$ cat config.mk
export PLATFORM = sky130hd
export DESIGN_NAME = ltc2600_write_flat
export DESIGN_NICKNAME = d
export VERILOG_FILES = /design/src/rtl/ltc2600_write_if.sv /design/src/rtl/ltc2600_write.sv /design/src/flat_wrapper.sv
export SDC_FILE = /design/constraint.sdc
export NUM_CORES = 1
export LEC_CHECK = 0
export CORE_MARGIN = 5
export CORE_UTILIZATION = 30
export CTS_BUF_LIST = sky130_fd_sc_hd__clkbuf_2
export DETAILED_ROUTE_END_ITERATION = 16
export GPL_TIMING_DRIVEN = 0
export PLACE_DENSITY = 0.58
export RECOVER_POWER = 25
export SLEW_MARGIN = 20
export SYNTH_ARGS = -nofsm -noshare
export SYNTH_HDL_FRONTEND = slang
export SYNTH_SLANG_ARGS = --single-unit
export TNS_END_PERCENT = 1
$ cat constraint.sdc
create_clock -name clk -period 1.8 [get_ports clk]
set_input_delay 0.18 -clock clk [delete_from_list [all_inputs] [get_ports clk]]
set_output_delay 0.18 -clock clk [all_outputs]
set_load 0.05 [all_outputs]
$ cat src/rtl/ltc2600_write_if.sv
// rtl/ltc2600_write_if.sv - command/serial bundle for the LTC2600 DAC writer
//
// Purpose: groups the write request inputs and the DAC serial outputs of
// ltc2600_write into one bundle.
// Signals:
//   send_new_cmd    request; a rising edge starts one write
//   command[3:0]    LTC2600 command nibble C3..C0
//   address[3:0]    LTC2600 address nibble A3..A0
//   data[DW-1:0]    DAC code
//   sck, sdi        serial clock and data to the DAC (MSB first)
//   csb             active-low chip select / load
//   clrb            active-low DAC clear
//   write_complete  one-cycle pulse when a write finishes
// Modports: master drives the request side, slave is the writer itself.
interface ltc2600_write_if #(
  parameter int DATA_WIDTH = 16
);
  logic                  send_new_cmd;
  logic [3:0]            command;
  logic [3:0]            address;
  logic [DATA_WIDTH-1:0] data;
  logic                  sck;
  logic                  sdi;
  logic                  csb;
  logic                  clrb;
  logic                  write_complete;

  modport master (
    output send_new_cmd, command, address, data,
    input  sck, sdi, csb, clrb, write_complete
  );

  modport slave (
    input  send_new_cmd, command, address, data,
    output sck, sdi, csb, clrb, write_complete
  );
endinterface

$ cat src/rtl/ltc2600_write.sv
// rtl/ltc2600_write.sv - serial word writer for the LTC2600 DAC
//
// Purpose: on a rising edge of send_new_cmd, shifts the word
// {command, address, data} (8 + DATA_WIDTH bits) MSB first to the DAC with a
// 2-cycle sck, then raises csb to latch it and pulses write_complete.
// Ports:
//   clk   system clock, all state changes on its rising edge
//   rst   asynchronous active-high reset (aborts any write in flight)
//   bus   ltc2600_write_if slave: request inputs and DAC serial outputs
module ltc2600_write #(
  parameter int DATA_WIDTH = 16
) (
  input  logic            clk,
  input  logic            rst,
  ltc2600_write_if.slave  bus
);
  localparam int W  = 8 + DATA_WIDTH;
  localparam int CW = $clog2(W);

  typedef enum logic [1:0] {IDLE, SHIFT_LO, SHIFT_HI, LATCH} state_t;

  state_t        state;
  logic          send_prev;
  logic          start;
  // Holds the bits still to be sent; the MSB goes straight to sdi at start.
  logic [W-2:0]  rest_bits;
  logic [CW-1:0] bit_cnt;
  logic          sck_r;
  logic          sdi_r;
  logic          csb_r;
  logic          wc_r;

  // send_prev tracks the input in every state, so a level still high when a
  // write ends never retriggers, and edges during a write are dropped.
  assign start = bus.send_new_cmd & ~send_prev;

  always_ff @(posedge clk or posedge rst) begin
    if (rst) begin
      state     <= IDLE;
      send_prev <= 1'b0;
      rest_bits <= '0;
      bit_cnt   <= '0;
      sck_r     <= 1'b0;
      sdi_r     <= 1'b0;
      csb_r     <= 1'b1;
      wc_r      <= 1'b0;
    end else begin
      send_prev <= bus.send_new_cmd;
      case (state)
        IDLE: begin
          sck_r <= 1'b0;
          sdi_r <= 1'b0;
          csb_r <= 1'b1;
          wc_r  <= 1'b0;
          if (start) begin
            rest_bits <= {bus.command[2:0], bus.address, bus.data};
            sdi_r     <= bus.command[3];
            csb_r     <= 1'b0;
            bit_cnt   <= '0;
            state     <= SHIFT_LO;
          end
        end
        SHIFT_LO: begin
          // DAC samples sdi on this rising sck edge.
          sck_r <= 1'b1;
          state <= SHIFT_HI;
        end
        SHIFT_HI: begin
          // sdi only moves together with the falling sck edge.
          sck_r <= 1'b0;
          if (bit_cnt == CW'(W - 1)) begin
            sdi_r <= 1'b0;
            state <= LATCH;
          end else begin
            sdi_r     <= rest_bits[W-2];
            rest_bits <= {rest_bits[W-3:0], 1'b0};
            bit_cnt   <= bit_cnt + 1'b1;
            state     <= SHIFT_LO;
          end
        end
        LATCH: begin
          csb_r <= 1'b1;
          wc_r  <= 1'b1;
          state <= IDLE;
        end
        default: state <= IDLE;
      endcase
    end
  end

  assign bus.sck            = sck_r;
  assign bus.sdi            = sdi_r;
  assign bus.csb            = csb_r;
  assign bus.write_complete = wc_r;
  // The clear line follows reset directly, so the DAC is cleared as long as
  // rst is held and released the moment it drops.
  assign bus.clrb           = ~rst;
endmodule

$ cat src/flat_wrapper.sv
// flat-port wrapper written by rule: the top's interface ports become plain ports
module ltc2600_write_flat 
#(
  parameter int DATA_WIDTH = 16
)
  (clk, rst, bus_send_new_cmd, bus_command, bus_address, bus_data, bus_sck, bus_sdi, bus_csb, bus_clrb, bus_write_complete);
  ltc2600_write_if #(.DATA_WIDTH(DATA_WIDTH)) bus_i ();
  input  logic clk;
  input  logic rst;
  input wire logic [$bits(bus_i.send_new_cmd)-1:0] bus_send_new_cmd;
  input wire logic [$bits(bus_i.command)-1:0] bus_command;
  input wire logic [$bits(bus_i.address)-1:0] bus_address;
  input wire logic [$bits(bus_i.data)-1:0] bus_data;
  output wire logic [$bits(bus_i.sck)-1:0] bus_sck;
  output wire logic [$bits(bus_i.sdi)-1:0] bus_sdi;
  output wire logic [$bits(bus_i.csb)-1:0] bus_csb;
  output wire logic [$bits(bus_i.clrb)-1:0] bus_clrb;
  output wire logic [$bits(bus_i.write_complete)-1:0] bus_write_complete;
  assign bus_i.send_new_cmd = bus_send_new_cmd;
  assign bus_i.command = bus_command;
  assign bus_i.address = bus_address;
  assign bus_i.data = bus_data;
  assign bus_sck = bus_i.sck;
  assign bus_sdi = bus_i.sdi;
  assign bus_csb = bus_i.csb;
  assign bus_clrb = bus_i.clrb;
  assign bus_write_complete = bus_i.write_complete;
  ltc2600_write #(.DATA_WIDTH(DATA_WIDTH)) u_core (.clk(clk), .rst(rst), .bus(bus_i));
endmodule
* After elaboration in Yosys (flattened, before gate mapping) *
Index checks and enable logic that the tools add are counted.

word-level totals
  flip-flop bits (word level) = 35
  output and inout bits = 5
  logic and storage cells = 40

operators by class
  add/subtract/negate cells = 1
  equal/unequal tests = 6
  muxes and demuxes = 16
  bitwise logic cells = 3
  reductions and logical operators = 6

operators with widths
  kind                 count
  $mux 23              2
  $pmux 23 s2          1
  $mux 5               2
  $pmux 5 s2           1
  $pmux 1 s2           4
  $pmux 2 s4           1
  $reduce_bool 2->1    3
  $add 5x1->5 const B  1
  $eq 5x5->1 const B   1
  $eq 2x2->1 const B   2
  $mux 2               2
  $mux 1               3
  $reduce_and 3->1     1
  $eq 2x1->1 const B   1
  $logic_not 2->1      1
  $ne 2x1->1 const B   1
  $ne 2x2->1 const B   1
  $not 1->1            2
  $reduce_or 2->1      1
  $and 1x1->1          1

* Depth between registers and ports, before layout *
  depth after elaboration = 4
  mapped depth = 7
  mapped depth without buffers = 6

* Least setup slack after synthesis *
OpenSTA, ideal clock, no wires.

  kind = register to register
  start = register u_core.state[0]
  end = register u_core.rest_bits[1]
  library setup time = 122 ps
  arrival = 1586 ps
  data required time = 1678 ps
  path slack = 92 ps
  stages on the path, launching flop included = 8
  path buffers = 1
  clock period less this slack = 1708 ps
  path through = dfrtp_1 -> inv_1 -> ha_1 -> and3b_2 -> nor2_2 -> buf_6 -> or3_1 -> nor3b_1

on the way
  cells in the longest elaborated chain, start to end = 3
  elaborated cells on any way between the ends = 7

RTL lines
  item                                                  line                 text
  start, declared                                       ltc2600_write.sv:22  state_t state;
  start signal, assigned                                ltc2600_write.sv:39  state <= IDLE;
  start signal, assigned                                ltc2600_write.sv:60  state <= SHIFT_LO;
  start signal, assigned                                ltc2600_write.sv:66  state <= SHIFT_HI;
  $eq 2x2->1 / $logic_not 2->1 (equally long branches)  ltc2600_write.sv:49  case (state)
  $ne 2x2->1 (no source line) (tied with other cells)   -
  $reduce_and 3->1 (no source line)                     -
  end signal, assigned                                  ltc2600_write.sv:56  rest_bits <= {bus.command[2:0], bus.address, bus.data};
  end signal, assigned                                  ltc2600_write.sv:76  rest_bits <= {rest_bits[W-3:0], 1'b0};
  end, declared                                         ltc2600_write.sv:26  logic [W-2:0] rest_bits;

Parallel ways exist; a longest one is shown, timed or not.
A chain may end at the register's enable or synchronous reset.

* Worst setup path in the final report *
Same ends and word-level chain as after synthesis.

==> run_results.csv <==
group,metric,value,unit
place,place_inst,271,
synthesis,synth-xor-area-share,0,%
cells_and_area,area_growth,30.63,%
cells_and_area,antenna_cells,0,
detailed_routing,routed-via-count,1444,
critical_path,worst_setup_path_end_kind,"flip-flop",
floorplanning,die-height,86.17,um
synthesis,synth.cells.most_frequent,"34 x sky130_fd_sc_hd__dfrtp_1, 22 x sky130_fd_sc_hd__o22ai_1, 16 x sky130_fd_sc_hd__a2bb2oi_1, 11 x sky130_fd_sc_hd__nor3_1, 9 x sky130_fd_sc_hd__nand2_1",
synthesis,synth_adder_area_share,3.595,%
cts,clock_tree.root_cell,"sky130_fd_sc_hd__clkbuf_2",
detailed_routing,antenna_left,0,
sta,fmax,577.1,MHz
critical_path,worst-path-max-fanout,10,
cts,cts_max_level,2,
power_and_ir_drop,pwr_density_cell,552.9,mW/mm2
synthesis,syn_nets,199,
critical_path,setup.worst_path.start_class,"flip-flop",
cts,insertion_delay_to_the_later_sink_of_the_worst_skew_pair,0.38,ns
sta,slew_viol_final,0,
cells_and_area,finish.instance_area,0.002273,mm2
synthesis,ys_warn_count,0,
synthesis,synth_simple_gate_area_share,15.46,%
place,gpl.final_weighted_congestion,0.7907,
sta,layout_worst_path_cycle_share,96.26,%
synthesis,post_synth_mux_area_share,1.294,%
sta,clock_skew,0.01941,ns
cells_and_area,final_layout_size_suffix_gt1_share,17.62,%
detailed_routing,post_dr_wirelength_cell,14.90,um
cts,tritoncts_num_sinks,35,
status,status,"finished, final reports clean",
detailed_routing,drt_drc_violations_left,0,
floorplanning,floorplan.die_area,0.007424,mm2
cells_and_area,layoutNonFillerInstCount,282,
job,maxCapViolations,0,
synthesis,synthTopCellsByArea,"sky130_fd_sc_hd__dfrtp_1 49%, sky130_fd_sc_hd__a2bb2oi_1 8.1%, sky130_fd_sc_hd__o22ai_1 7.9%, sky130_fd_sc_hd__ha_1 3.6%, sky130_fd_sc_hd__nor3_1 3.2%",
grt,initial_antenna_violation_count,0,
synthesis,dominantRegCellSynth,"sky130_fd_sc_hd__dfrtp_1",
cts,tritoncts_clock_tree,"done",
power_and_ir_drop,ir_worst_vdd,0.2958,mV
synthesis,synthesis.instances,167,
grt,first_global_vias,1442,
grt,grt-ovfl-total,0,
grt,grt_first_pass_wirelength,7003,um
sta,timing_worst_slew_pin_value,0.5016,ns
floorplanning,rows,27,
floorplanning,initial_cell_density_of_the_core,31.22,%
sta,final.min_clock_period,1.733,ns
synthesis,synth_cell_type_count,36,
synthesis,yosys.area.top_type,"sky130_fd_sc_hd__dfrtp_1",
critical_path,cp.arrival,2.03,ns
cts,clock_tree.buffer_depth,2,
synthesis,postSynthAreaPerCell,10.42,um2
synthesis,synth-async-reset-ratio,100.0,%
sta,report.final.setup_viol,0,
synthesis,ys_seq_elements,35,
detailed_routing,first_pass_iters,4,
synthesis,synth.most_common_cell,"sky130_fd_sc_hd__dfrtp_1",
sta,timing.final.hold_violations,0,
power_and_ir_drop,total_leakage_power,1.097,nW
sta,max_slew_margin,66.51,%
grt,groute.usage.overall,11.99,%
floorplanning,pin_count,32,
detailed_routing,drt_first_iter_violations,84,
hold_path,hold_class,"primary input to async pin",
detailed_routing,finalWirelength,4203,um
synthesis,synth_compound_area_share,23.94,%
cells_and_area,layout.nets,241,
critical_path,worst-setup-path-type,"flip-flop to flip-flop",
detailed_routing,per_cell_via_count_in_the_routed_design,5.121,
place,hpwlAfterDp,3052,um
cts,total_cts_buffers,5,
place,detailed_place.area,0.002161,mm2
synthesis,synth_edf_count,0,
place,portBuffers,31,
synthesis,main_combinational_cell_family_by_area_after_synthesis,"compound AO/OA/AOI/OAI gates",
sta,holdWs,0.1076,ns
synthesis,yosysTopAreaCellShare,48.89,%
grt,grt_max_degree,32,
critical_path,required,2.10,ns
cts,clock_slew_at_reported_path_ffs,0.19,ns
floorplanning,die-width,86.17,um
floorplanning,core_outline_area,0.005574,mm2
synthesis,mappedNetlistArea,0.001740,mm2
synthesis,synth-seq-area-share,50.40,%
power_and_ir_drop,power,1.257,mW
## state kept, by name (all words and copies together), names as in the netlist
register / count
u_core.bus.sck: 1
u_core.bus.csb: 1
u_core.bus.sdi: 1
u_core.rest_bits: 23
u_core.send_prev: 1
u_core.bit_cnt: 5
u_core.state: 2
u_core.bus.write_complete: 1
## layout by cell type, fill, tap and decap left out, drive strengths merged
cell and instances:
a31oi 1, o21ai 7, a22o 1, and3 2, dlymetal6s2s 2, clkbuf 6, dfstp 1, mux2 2
o22ai 22, and3b 1, or3 1, clkinv 3, nand3 6, inv 6, nand4b 1, nor3 11
nand2 9, and2b 1, nor2 9, o32ai 1, a2bb2oi 16, buf 12, o2bb2ai 1, a21oi 8
a32oi 1, clkdlybuf4s50 27, dfrtp 34, dlygate4sd3 1, a22oi 1, and4b 1, dlygate4sd2 2, nand2b 4
ha 5, nor2b 1, nor3b 2, and2 1
## final timing paths
kind / from / end / slack [ns] / cells past startpoint
max: u_core.state[0] / u_core.rest_bits[1] / 0.07 / 7
min: rst / u_core.rest_bits[5] / 0.11 / 3
max reg2reg: u_core.state[0] / u_core.rest_bits[1] / 0.07 / 7
min reg2reg: u_core.bus.csb / u_core.bus.csb / 0.47 / 2
max in group asynchronous: rst / u_core.rest_bits[3] / 1.00 / 3
min in group clk: bus_send_new_cmd / u_core.send_prev / 0.32 / 1
## kinds of logic after synthesis
family,after synthesis
AOI/OAI and AO/OA,59
and+or+nand+nor,50
DFF,35
buffers and inverters,16
adders and majority gates,5
muxes,2
## per-layer routing
layer | share of wire [%] | global-route usage [%]
met3 | 4.7 | 3.266
met5 | 0 | 0
met4 | 1.3 | 4.317
met2 | 44 | 17.94
met1 | 50 | 16.50
## report_power, final
part	internal, mW	total (mW)	switching (mW)
combinational	0.0605	0.100	0.0398
sequential	0.790	0.791	0.00110
clock	0.0892	0.365	0.276
total	0.940	1.26	0.317
## layout make-up
cell class                      instances  area [um2]
Clock inverter                          3       15.01
Clock buffer                            5       25.02
Inverter                                6       22.52
Fill cell                             585        3301
Multi-Input combinational cell        116       809.5
Sequential cell                        35       879.6
Tap cell                               72       90.09
Timing Repair Buffer                   35       357.8
Buffer                                 10       73.82
## timing repair
action / CTS / global route
endpoints found under the setup margin: 18 / 19
buffers inserted: 0 / 2
hold buffers: 1 / 0
pin swaps: 0 / 0
hold endpoints to repair: 5 / 0
resized for setup: 6 / 11
## critical path, stage by stage (launching register included)
cell	delay (ns)
sky130_fd_sc_hd__dfrtp_1	0.44
sky130_fd_sc_hd__inv_2	0.12
sky130_fd_sc_hd__ha_4	0.18
sky130_fd_sc_hd__and3b_2	0.24
sky130_fd_sc_hd__nor2_2	0.07
sky130_fd_sc_hd__buf_6	0.14
sky130_fd_sc_hd__or3_1	0.33
sky130_fd_sc_hd__nor3b_1	0.14
## stage by stage
step / setup slack, ns / util [%] / TNS [ns]
after global placement: -1.082 / 38.41 / -4.285
after detailed placement: -0.2153 / 38.77 / -1.795
final: 0.06732 / 40.79 / 0
after floorplan: 0.09215 / - / 0
after CTS: -0.006187 / 39.78 / -0.007749
after global routing: -0.006351 / 40.79 / -0.006351
Power figures use the tool's default switching activity.
